**src/rtl/line_trigger_scheduler_if.sv**
```systemverilog
// Handshake/bus bundle between the encoder front end, the line trigger scheduler
// and the readout sequencer. The scheduler sits on the slave side.
interface line_trigger_scheduler_if #(
    parameter int POS_W   = 16,
    parameter int DIV_W   = 12,
    parameter int LINES_W = 16,
    parameter int OVR_W   = 8
);
    logic               EN;
    logic [DIV_W-1:0]   CFG_DIV;
    logic [LINES_W-1:0] CFG_LINES;
    logic               STEP;
    logic               DIR;
    logic               TRIG_ACK;
    logic               TRIG_REQ;
    logic               OVERRUN;
    logic               SCAN_DONE;
    logic               BUSY;
    logic [POS_W-1:0]   POS;
    logic [LINES_W-1:0] LINE_CNT;
    logic [OVR_W-1:0]   OVR_CNT;

    modport master (
        output EN, CFG_DIV, CFG_LINES, STEP, DIR, TRIG_ACK,
        input  TRIG_REQ, OVERRUN, SCAN_DONE, BUSY, POS, LINE_CNT, OVR_CNT
    );

    modport slave (
        input  EN, CFG_DIV, CFG_LINES, STEP, DIR, TRIG_ACK,
        output TRIG_REQ, OVERRUN, SCAN_DONE, BUSY, POS, LINE_CNT, OVR_CNT
    );
endinterface

```
**src/rtl/line_trigger_scheduler.sv**
```systemverilog
// Turns encoder STEP/DIR events into one line-trigger request per CFG_DIV forward
// steps, absorbing reverse motion (backlash) so no line position is re-triggered.
module line_trigger_scheduler #(
    parameter int POS_W   = 16,
    parameter int DIV_W   = 12,
    parameter int LINES_W = 16,
    parameter int OVR_W   = 8
) (
    input  logic                    CLK,
    input  logic                    RST,
    line_trigger_scheduler_if.slave bus
);
    localparam logic [1:0] ST_IDLE = 2'd0;
    localparam logic [1:0] ST_RUN  = 2'd1;
    localparam logic [1:0] ST_DONE = 2'd2;

    localparam logic [DIV_W-1:0]   DIV_ZERO   = {DIV_W{1'b0}};
    localparam logic [DIV_W-1:0]   DIV_ONE    = {{(DIV_W-1){1'b0}}, 1'b1};
    localparam logic [POS_W-1:0]   POS_ZERO   = {POS_W{1'b0}};
    localparam logic [POS_W-1:0]   POS_ONE    = {{(POS_W-1){1'b0}}, 1'b1};
    localparam logic [POS_W-1:0]   POS_MAX    = {POS_W{1'b1}};
    localparam logic [LINES_W-1:0] LINES_ZERO = {LINES_W{1'b0}};
    localparam logic [LINES_W-1:0] LINES_ONE  = {{(LINES_W-1){1'b0}}, 1'b1};
    localparam logic [OVR_W-1:0]   OVR_ZERO   = {OVR_W{1'b0}};
    localparam logic [OVR_W-1:0]   OVR_ONE    = {{(OVR_W-1){1'b0}}, 1'b1};
    localparam logic [OVR_W-1:0]   OVR_MAX    = {OVR_W{1'b1}};

    logic [1:0]         state_r;
    logic [DIV_W-1:0]   div_m1_r;
    logic [LINES_W-1:0] lines_r;
    logic [DIV_W-1:0]   phase_r;
    logic [POS_W-1:0]   backlog_r;
    logic [POS_W-1:0]   pos_r;
    logic [LINES_W-1:0] line_cnt_r;
    logic [OVR_W-1:0]   ovr_cnt_r;
    logic               trig_req_r;
    logic               overrun_r;
    logic               scan_done_r;
    logic               busy_r;

    logic step_fwd_s;
    logic step_rev_s;
    logic hs_s;
    logic trig_pt_s;
    logic limit_s;

    // Step qualification, handshake and trigger-point detection for the current cycle
    always_comb begin
        step_fwd_s = bus.STEP & bus.DIR;
        step_rev_s = bus.STEP & ~bus.DIR;
        hs_s       = trig_req_r & bus.TRIG_ACK;
        trig_pt_s  = step_fwd_s & (backlog_r == POS_ZERO) & (phase_r == div_m1_r);
        limit_s    = hs_s & (lines_r != LINES_ZERO) & ((line_cnt_r + LINES_ONE) == lines_r);
    end

    // Scan sequencer: state, position/backlash tracking, trigger handshake and counters
    always_ff @(posedge CLK) begin
        if (RST) begin
            state_r     <= ST_IDLE;
            div_m1_r    <= DIV_ZERO;
            lines_r     <= LINES_ZERO;
            phase_r     <= DIV_ZERO;
            backlog_r   <= POS_ZERO;
            pos_r       <= POS_ZERO;
            line_cnt_r  <= LINES_ZERO;
            ovr_cnt_r   <= OVR_ZERO;
            trig_req_r  <= 1'b0;
            overrun_r   <= 1'b0;
            scan_done_r <= 1'b0;
            busy_r      <= 1'b0;
        end else begin
            overrun_r   <= 1'b0;
            scan_done_r <= 1'b0;
            case (state_r)
                ST_IDLE: begin
                    if (bus.EN) begin
                        state_r    <= ST_RUN;
                        busy_r     <= 1'b1;
                        div_m1_r   <= (bus.CFG_DIV == DIV_ZERO) ? DIV_ZERO : (bus.CFG_DIV - DIV_ONE);
                        lines_r    <= bus.CFG_LINES;
                        phase_r    <= DIV_ZERO;
                        backlog_r  <= POS_ZERO;
                        pos_r      <= POS_ZERO;
                        line_cnt_r <= LINES_ZERO;
                        ovr_cnt_r  <= OVR_ZERO;
                        trig_req_r <= 1'b0;
                    end
                end
                ST_RUN: begin
                    if (!bus.EN) begin
                        // Abort: the handshake on the wire still counts, the pending request is dropped
                        state_r    <= ST_IDLE;
                        busy_r     <= 1'b0;
                        trig_req_r <= 1'b0;
                        if (hs_s) begin
                            line_cnt_r <= line_cnt_r + LINES_ONE;
                        end
                    end else begin
                        if (bus.STEP) begin
                            pos_r <= bus.DIR ? (pos_r + POS_ONE) : (pos_r - POS_ONE);
                        end
                        if (step_rev_s) begin
                            if (backlog_r != POS_MAX) begin
                                backlog_r <= backlog_r + POS_ONE;
                            end
                        end else if (step_fwd_s) begin
                            if (backlog_r != POS_ZERO) begin
                                backlog_r <= backlog_r - POS_ONE;
                            end else begin
                                phase_r <= (phase_r == div_m1_r) ? DIV_ZERO : (phase_r + DIV_ONE);
                            end
                        end
                        if (hs_s) begin
                            line_cnt_r <= line_cnt_r + LINES_ONE;
                        end
                        if (limit_s) begin
                            state_r     <= ST_DONE;
                            busy_r      <= 1'b0;
                            scan_done_r <= 1'b1;
                            trig_req_r  <= 1'b0;
                        end else if (trig_pt_s) begin
                            trig_req_r <= 1'b1;
                            if (trig_req_r && !bus.TRIG_ACK) begin
                                overrun_r <= 1'b1;
                                if (ovr_cnt_r != OVR_MAX) begin
                                    ovr_cnt_r <= ovr_cnt_r + OVR_ONE;
                                end
                            end
                        end else if (hs_s) begin
                            trig_req_r <= 1'b0;
                        end
                    end
                end
                ST_DONE: begin
                    if (!bus.EN) begin
                        state_r <= ST_IDLE;
                    end
                end
                default: begin
                    state_r    <= ST_IDLE;
                    busy_r     <= 1'b0;
                    trig_req_r <= 1'b0;
                end
            endcase
        end
    end

    assign bus.TRIG_REQ  = trig_req_r;
    assign bus.OVERRUN   = overrun_r;
    assign bus.SCAN_DONE = scan_done_r;
    assign bus.BUSY      = busy_r;
    assign bus.POS       = pos_r;
    assign bus.LINE_CNT  = line_cnt_r;
    assign bus.OVR_CNT   = ovr_cnt_r;
endmodule

```
**src/flat_wrapper.sv**
```systemverilog
// flat-port wrapper written by rule: the top's interface ports become plain ports
module line_trigger_scheduler_flat 
#(
    parameter int POS_W   = 16,
    parameter int DIV_W   = 12,
    parameter int LINES_W = 16,
    parameter int OVR_W   = 8
)
  (CLK, RST, bus_EN, bus_CFG_DIV, bus_CFG_LINES, bus_STEP, bus_DIR, bus_TRIG_ACK, bus_TRIG_REQ, bus_OVERRUN, bus_SCAN_DONE, bus_BUSY, bus_POS, bus_LINE_CNT, bus_OVR_CNT);
  line_trigger_scheduler_if #(.POS_W(POS_W), .DIV_W(DIV_W), .LINES_W(LINES_W), .OVR_W(OVR_W)) bus_i ();
  input  logic CLK;
  input  logic RST;
  input wire logic [$bits(bus_i.EN)-1:0] bus_EN;
  input wire logic [$bits(bus_i.CFG_DIV)-1:0] bus_CFG_DIV;
  input wire logic [$bits(bus_i.CFG_LINES)-1:0] bus_CFG_LINES;
  input wire logic [$bits(bus_i.STEP)-1:0] bus_STEP;
  input wire logic [$bits(bus_i.DIR)-1:0] bus_DIR;
  input wire logic [$bits(bus_i.TRIG_ACK)-1:0] bus_TRIG_ACK;
  output wire logic [$bits(bus_i.TRIG_REQ)-1:0] bus_TRIG_REQ;
  output wire logic [$bits(bus_i.OVERRUN)-1:0] bus_OVERRUN;
  output wire logic [$bits(bus_i.SCAN_DONE)-1:0] bus_SCAN_DONE;
  output wire logic [$bits(bus_i.BUSY)-1:0] bus_BUSY;
  output wire logic [$bits(bus_i.POS)-1:0] bus_POS;
  output wire logic [$bits(bus_i.LINE_CNT)-1:0] bus_LINE_CNT;
  output wire logic [$bits(bus_i.OVR_CNT)-1:0] bus_OVR_CNT;
  assign bus_i.EN = bus_EN;
  assign bus_i.CFG_DIV = bus_CFG_DIV;
  assign bus_i.CFG_LINES = bus_CFG_LINES;
  assign bus_i.STEP = bus_STEP;
  assign bus_i.DIR = bus_DIR;
  assign bus_i.TRIG_ACK = bus_TRIG_ACK;
  assign bus_TRIG_REQ = bus_i.TRIG_REQ;
  assign bus_OVERRUN = bus_i.OVERRUN;
  assign bus_SCAN_DONE = bus_i.SCAN_DONE;
  assign bus_BUSY = bus_i.BUSY;
  assign bus_POS = bus_i.POS;
  assign bus_LINE_CNT = bus_i.LINE_CNT;
  assign bus_OVR_CNT = bus_i.OVR_CNT;
  line_trigger_scheduler #(.POS_W(POS_W), .DIV_W(DIV_W), .LINES_W(LINES_W), .OVR_W(OVR_W)) u_core (.CLK(CLK), .RST(RST), .bus(bus_i));
endmodule
```
**config.mk**
```make
export PLATFORM = sky130hd
export DESIGN_NAME = line_trigger_scheduler_flat
export DESIGN_NICKNAME = d
export VERILOG_FILES = /design/src/rtl/line_trigger_scheduler_if.sv /design/src/rtl/line_trigger_scheduler.sv /design/src/flat_wrapper.sv
export SDC_FILE = /design/constraint.sdc
export NUM_CORES = 1
export LEC_CHECK = 0
export ABC_CLOCK_PERIOD_IN_PS = 4500
export CORE_ASPECT_RATIO = 0.7
export CORE_MARGIN = 10
export CORE_UTILIZATION = 60
export DETAILED_ROUTE_END_ITERATION = 10
export DONT_BUFFER_PORTS = 1
export MAX_ROUTING_LAYER = met4
export PLACE_DENSITY_LB_ADDON = 0.1
export SLEW_MARGIN = 40
export SYNTH_ARGS = -nofsm -noshare
export SYNTH_HDL_FRONTEND = slang
export SYNTH_SLANG_ARGS = --single-unit
```
**constraint.sdc**
```tcl
create_clock -name CLK -period 4.5 [get_ports CLK]
set_input_delay 0.9 -clock CLK [delete_from_list [all_inputs] [get_ports CLK]]
set_output_delay 0.9 -clock CLK [all_outputs]
set_load 0.02 [all_outputs]
```
==> summary.txt, run 1 <==
Final layout
  • Fill cell count: 861
  • Number of diodes: 0
  • Design area: about 0.0065 mm^2
  • Utilization after layout: between 60 and 70%
  • # nets final: ~830
  • Layout overhead on the synthesized area: 6.258%
  • Layout cell share with drive strength beyond 1: 4.967%

Timing
  • Slew Limit Fails: 0
  • Period minus WS final: ~3.2 ns
  • Worst-margin pin slew: a little under 0.8 ns
  • Final setup fails: 0
  • Hold_ws: roughly 0.5 ns
  • Rel. slew slack: slightly below 50%
  • Fmax: 312.7 MHz
  • Clock skew: around 0.0057 ns
  • RSZ-0062 raised after global routing: false
  • Part of the cycle the worst path needs: between 70% and 80%
  • Setup TNS: 0 ns
  • Final hold violation count: 0

Yosys
  • Sequential fraction of the synthesis area: between 30% and 40%
  • Post-synthesis simple-gate area fraction: 27.03%
  • Top_reg_cell synth: dfxtp_1
  • Post-synth top area cell: dfxtp_1
  • Adder-Cell Fraction of Synth Area: about 7%
  • Largest family of logic cells by synthesized area: simple AND/OR/NAND/NOR gates
  • Synth Cell Area: between 0.006 and 0.007 mm^2
  • Post-synthesis compound-gate area fraction: about a fifth
  • Synth Instances: around 780
  • Synth Warn #: 0
  • Post-Syn Nets: 843
  • EDFF count, synth: 0
  • Post-Synth XOR/XNOR Area: roughly a tenth
  • Distinct cells, synth: 67
  • Post-synth ARST share: 0%
  • Post-synthesis area per instance: 7.920 um^2
  • Yosys top cell area share: between 30% and 40%
  • Ranking of synthesized cells by area: dfxtp_1, ha_1, nor2_1, xnor2_1, a21oi_1
  • Yosys reg bits: slightly above 100
  • Multiplexer share of the synthesized area: less than 1%

Critical path
  • Arrival @ worst endpoint: approximately 3.5 ns
  • FF-to-FF path depth: 10
  • CP required: 4.75 ns
  • Setup crit start kind: primary input
  • Setup slack, reg-to-reg: around 1.4 ns
  • Worst setup EP type: register
  • CP Class: primary input to register
  • CP max FO: 15

Die
  • Die height: roughly 100 um
  • CORE AREA: just under 0.01 mm^2
  • Row count: 30
  • Die span in x: around 140 um
  • Die area: 0.01474 mm^2
  • Initial core utilization: a little over three fifths
  • IO Count: 78

Power
  • VDD IR max: 209.7 uV
  • Pleak: roughly 0.0025 uW
  • PwrDens: 322.0 mW/mm^2

Place
  • GP Congestion: 0.9375
  • Port bufs: 0
  • DP HPWL: between 10000 and 15000 um
  • Post-DP Area: around 0.0062 mm^2

Clock network
  • Clock-pin transition on the worst setup and hold timing paths: around 0.070 ns
  • CTS tree: done
  • H-tree levels: 3
  • Cts bufs inserted: 9
  • Clk sinks: 102
  • Post-CTS Hold Fix Bufs: 0
  • Max Buffers Root-to-Sink: 2
  • Post-CTS Resized: 0
  • Clock root cell: clkbuf_16
  • Clock latency on the worst-skew pair: 0.35 ns
  • # Post-CTS Setup Buffers: 0

Global routing
  • Largest net degree at the start of global routing: 80
  • Overall Global Routing Usage: ~21%
  • Initial antenna violation count: 0
  • Vias in the first global route: 5164
  • First-pass GRT wire length: 25200 um
  • Congestion Overflow GR: 0

Min path
  • Worst min-delay path class: register to register
  • Worst Hold Depth: 2

Outcome
  • Status: complete, no violations

Run
  • Max-cap violations: 0

Routing
  • Residual DRC: 0
  • DRT antenna net count: 0
  • DR WL/cell: approximately 17 um
  • DR vias: ~5700
  • Final WL: between 15000 and 20000 um
  • DRT iter0 DRCs: between 400 and 500
  • Drt via density: 6.371
  • Drt pass-1 iters: 5
==> power breakdown <==
group / internal [uW] / switching [uW]
clock network: 445 / 382
registers: 932 / 40.7
logic: 127 / 173
total: 1500 / 596
==> flip-flops by register name, indices dropped and copies added, names as in the netlist <==
register,cells
u_core.div_m1_r,12
u_core.bus.SCAN_DONE,1
u_core.backlog_r,16
u_core.bus.LINE_CNT,16
u_core.bus.OVERRUN,1
u_core.state_r,2
u_core.phase_r,12
u_core.bus.OVR_CNT,8
u_core.bus.BUSY,1
u_core.lines_r,16
u_core.bus.POS,16
u_core.bus.TRIG_REQ,1
==> cell type report <==
| type | count | area [um^2] | area share [%] |
|---|---|---|---|
| Sequential cell | 102 | 2042 | 31.31 |
| Inverter | 16 | 60.06 | 0.9208 |
| Clock buffer | 9 | 225.2 | 3.453 |
| Clock inverter | 7 | 91.34 | 1.400 |
| Multi-Input combinational cell | 627 | 3914 | 60.00 |
| Tap cell | 128 | 160.2 | 2.455 |
| Timing Repair Buffer | 4 | 30.03 | 0.4604 |
==> metrics by stage <==
step           std cells  setup slack [ns]  total power [uW]
2_1_floorplan        775            0.9716              1234
3_3_place_gp         877             1.057              1278
3_5_place_dp         877            0.9711              1289
4_1_cts              893             1.338              2120
5_1_grt              893             1.073              2192
6_report             893             1.302              2100
==> routing by layer <==
| metal | track usage, % | share of wire, % | vias to the layer above |
|---|---|---|---|
| li1 | - | - | 2769 |
| met1 | 26.59 | 46 | 2660 |
| met2 | 29.44 | 44 | 227 |
| met3 | 6.242 | 9.0 | 33 |
| met4 | 7.132 | 1.7 | 0 |
| met5 | - | 0 | - |
==> worst paths after layout <==
kind	from	end
worst max-delay path	bus_DIR	u_core.bus.POS[14]$_SDFFE_PP0P_
worst min-delay path	u_core.lines_r[0]$_SDFFE_PP0P_	u_core.lines_r[0]$_SDFFE_PP0P_
worst max register to register	u_core.bus.LINE_CNT[0]$_SDFFE_PP0P_	u_core.bus.TRIG_REQ$_SDFFE_PP0P_
worst min register to register	u_core.lines_r[0]$_SDFFE_PP0P_	u_core.lines_r[0]$_SDFFE_PP0P_
==> cells in the final DEF (no fill, tap or decap), types with 15 or more instances in the layout <==
master,instances
a21oi_1,65
a22oi_1,29
and3_1,16
dfxtp_1,102
ha_1,32
inv_1,16
nand2_1,66
nand3_1,20
nor2_1,104
nor3_1,30
nor4_1,15
o21ai_0,41
xnor2_1,42
xor2_1,25
==> Yosys cell counts, drive strengths merged (5+ instances only) <==
library cell	n
nor2	107
dfxtp	102
a21oi	66
nand2	66
o21ai	45
xnor2	42
ha	32
nor3	30
a22oi	29
xor2	25
clkbuf	24
nand3	22
and3	17
inv	16
nor4	16
nand4	15
or3	15
nand2b	11
nor2b	9
a21o	6
and2	6
buf	6
a31oi	5
nand3b	5
o21a	5
o31ai	5
==> kinds of logic after synthesis <==
family | after synthesis
simple gates | 333
compound gates | 192
flops | 102
xor+xnor | 67
buf+inv | 46
fa+ha+maj | 34
mux | 1
==> worst max-delay path, cell delays in order <==
cell and delay (ns):
inv_1 0.05, buf_4 0.22, ha_1 0.30, nor2b_1 0.16, o21a_1 0.17, o21ai_0 0.37
a211oi_1 0.16, a2111oi_0 0.56, o31ai_1 0.18, xor2_1 0.16, a22oi_1 0.16, nor2_1 0.05
Power figures use the tool's default switching activity.
==> run 2, diff against run 1 <==
- ABC_CLOCK_PERIOD_IN_PS: 4500 -> 2900
- CORE_UTILIZATION: 60 -> 58
- clock period: 4.5 -> 2.9 ns (I/O delays scaled with it)
==> summary.txt, run 2 (same netlist as run 1, synthesis figures left out) <==
Timing
  • Part of the cycle the worst path needs: between 90% and 100%
  • Slew Limit Fails: 0 (unchanged)
  • Fmax: between 300 and 400 MHz
  • Final setup fails: 0 (unchanged)
  • Final hold violation count: 0 (unchanged)
  • Clock skew: 0.009386 ns (+0.003670 ns)
  • Setup TNS: 0 ns (unchanged)
  • RSZ-0062 raised after global routing: false
  • Hold_ws: 0.2940 ns (-0.1978 ns)
  • Period minus WS final: 2.662 ns
  • Rel. slew slack: 53.02% (+5.0 points)
  • Worst-margin pin slew: 0.7046 ns (-0.07190 ns)

Global routing
  • Largest net degree at the start of global routing: 80 (unchanged)
  • Grt met3 use: 6.003% (-0.24 points)
  • Grt peak-use layer: met2
  • Met1 global-route usage: 28.27% (+1.7 points)
  • Overall Global Routing Usage: 21.34% (+0.83 points)
  • First-pass GRT wire length: 26590 um (+5.5%)
  • Vias in the first global route: 5374 (+4.1%)
  • Initial antenna violation count: 0 (unchanged)
  • Global-route met2 utilization: 31.49% (+2.0 points)
  • Congestion Overflow GR: 0 (unchanged)

Place
  • Inst Count DP: 914 (+4.2%)
  • Port bufs: 0 (unchanged)
  • DP HPWL: 12080 um (+7.3%)
  • GP Congestion: 0.8820 (-5.9%)

Die
  • CORE AREA: 0.01036 mm^2 (+5.3%)
  • IO Count: 78 (unchanged)
  • Die span in x: 143.0 um (+1.5%)
  • Initial core utilization: 59.27% (-3.1 points)
  • Row count: 31 (+3.3%)
  • Die height: 106.1 um (+1.4%)
  • Die area: 0.01516 mm^2 (+2.9%)

Power
  • Switching Share: 29.35% (+0.98 points)
  • Combinational Power Share: 15.5% (+1.2 points)
  • Sequential power share: 46.9% (+0.6 points)
  • Internal Power: 2267 uW (+51%)
  • VDD IR max: 326.3 uV (+56%)
  • Pwr Total: 3209 uW (+53%)
  • Clock power share: 37.5% (-1.9 points)
  • Pleak: 0.002664 uW (+6.4%)
  • PwrDens: 474.1 mW/mm^2 (+47%)
  • NetSw: 941.9 uW (+58%)

Routing
  • DR WL/cell: 17.37 um (+1.0%)
  • Residual DRC: 0 (unchanged)
  • DRT iter0 DRCs: 545 (+19%)
  • DRT antenna net count: 0 (unchanged)
  • DR vias: 5778 (+1.6%)
  • Drt pass-1 iters: 5 (unchanged)
  • Drt via density: 6.213 (-2.5%)
  • Final WL: 16150 um (+5.2%)

Clock network
  • Cts bufs inserted: 9 (unchanged)
  • Post-CTS Hold Fix Bufs: 0 (unchanged)
  • Clock-pin transition on the worst setup and hold timing paths: 0.08 ns (about the same)
  • Clock root cell: clkbuf_16
  • Clock latency on the worst-skew pair: 0.35 ns (about the same)
  • Clk sinks: 102 (unchanged)
  • Max Buffers Root-to-Sink: 2 (unchanged)
  • CTS tree: done
  • H-tree levels: 3 (unchanged)
  • # Post-CTS Setup Buffers: 0 (unchanged)

Critical path
  • Cell-by-cell listing of the critical path: ha_1 -> and3_1 -> and3_1 -> nand3_1 -> xnor2_1 -> nand4_1 -> or4_4 -> nand3_1 -> a21oi_1
  • Worst path max stage delay: 0.57 ns (about the same)
  • Worst setup EP type: register
  • CP required: 3.12 ns (-1.63 ns)
  • CP Class: register to register
  • Crit-path slowest cell: or4_4
  • CP max FO: 8 (-7)
  • Buffers & Inverters on Critical Path: 0 (-2)
  • Setup crit start kind: register
  • Crit-path leading delay family: simple AND/OR/NAND/NOR gates
  • Arrival @ worst endpoint: 2.88 ns (-0.57 ns)

Final layout
  • Number of diodes: 0 (unchanged)
  • Layout overhead on the synthesized area: 10.25%
  • Area of the multi-input gates: 0.003930 mm^2 (+0.42%)
  • # nets final: 861 (+4.0%)
  • Non-filler instance count after layout: 930 (+4.1%)
  • Layout cell share with drive strength beyond 1: 8.897% (+3.9 points)
  • Fill cell count: 903 (+4.9%)
  • Register area: 0.002042 mm^2 (unchanged)
  • Commonest non-fill, non-tap cell in the layout: nor2_1
  • Most frequent cells in the layout: nor2_1, dfxtp_1, nand2_1, a21oi_1, xnor2_1

Run
  • Max-cap violations: 0 (unchanged)

Outcome
  • Status: complete, no violations

Min path
  • Worst min-delay path class: primary input to register
==> run 2: cell count changes in the layout (fill, tap and decap cells not counted), sizes merged <==
cell,delta
inv,+1
buf,+33
clkinvlp,+1
bufinv,-1
clkinv,-1
==> run 2: per-layer routing <==
| metal | vias up | part of all wire, % |
|---|---|---|
| met5 | - | 0 |
| met4 | 0 | 0.97 |
| met3 | 16 | 8.2 |
| met2 | 177 | 45 |
| met1 | 2747 | 46 |
| li1 | 2838 | - |
==> run 2: per-stage QoR <==
step,area (um^2),setup WS (ns),utilization (%)
final,6768,0.2381,65.35
after global routing,6768,0.02006,65.35
after CTS,6748,0.1931,65.16
after detailed placement,6459,-0.05478,62.37
after global placement,6459,0.06521,62.37
after floorplan,6146,-0.03123,-
==> run 2: worst paths after layout <==
path	from	endpoint	slack, ns	depth (start not counted)
max	u_core.bus.LINE_CNT[0]$_SDFFE_PP0P_	u_core.state_r[0]$_SDFFE_PP0P_	0.24	9
min	RST	u_core.bus.POS[15]$_SDFFE_PP0P_	0.29	1
max reg2reg	u_core.bus.LINE_CNT[0]$_SDFFE_PP0P_	u_core.state_r[0]$_SDFFE_PP0P_	0.24	9
min reg2reg	u_core.lines_r[13]$_SDFFE_PP0P_	u_core.lines_r[13]$_SDFFE_PP0P_	0.49	2
==> run 2: power groups by stage <==
stage | clock (uW) | sequential, uW | combinational (uW)
6_report | 1200 | 1510 | 498
5_1_grt | 1270 | 1510 | 554
4_1_cts | 1220 | 1500 | 489
3_5_place_dp | 0 | 1540 | 487
3_3_place_gp | 0 | 1540 | 469
2_1_floorplan | 0 | 1520 | 393
==> run 2: worst reg2reg max path, cell delays in order, from the launching register on <==
cell	delay, ns
dfxtp_1	0.35
ha_1	0.26
and3_1	0.22
and3_1	0.35
nand3_1	0.21
xnor2_1	0.22
nand4_1	0.12
or4_4	0.57
nand3_1	0.16
a21oi_1	0.08
==> run 2: cell type report <==
type / count / area share, %
clock inverter: 7 / 0.9429
inverter: 16 / 0.9429
sequential: 102 / 30.17
clock buffer: 9 / 3.328
tap: 132 / 2.440
multi-input combinational: 627 / 58.07
timing repair buffer: 37 / 4.104
==> run 2: timing repair <==
item | 4_1_cts | 5_1_grt
gates resized for setup | 0 | 2
setup endpoints to repair | 0 | 5
hold endpoints to repair | 0 | 0
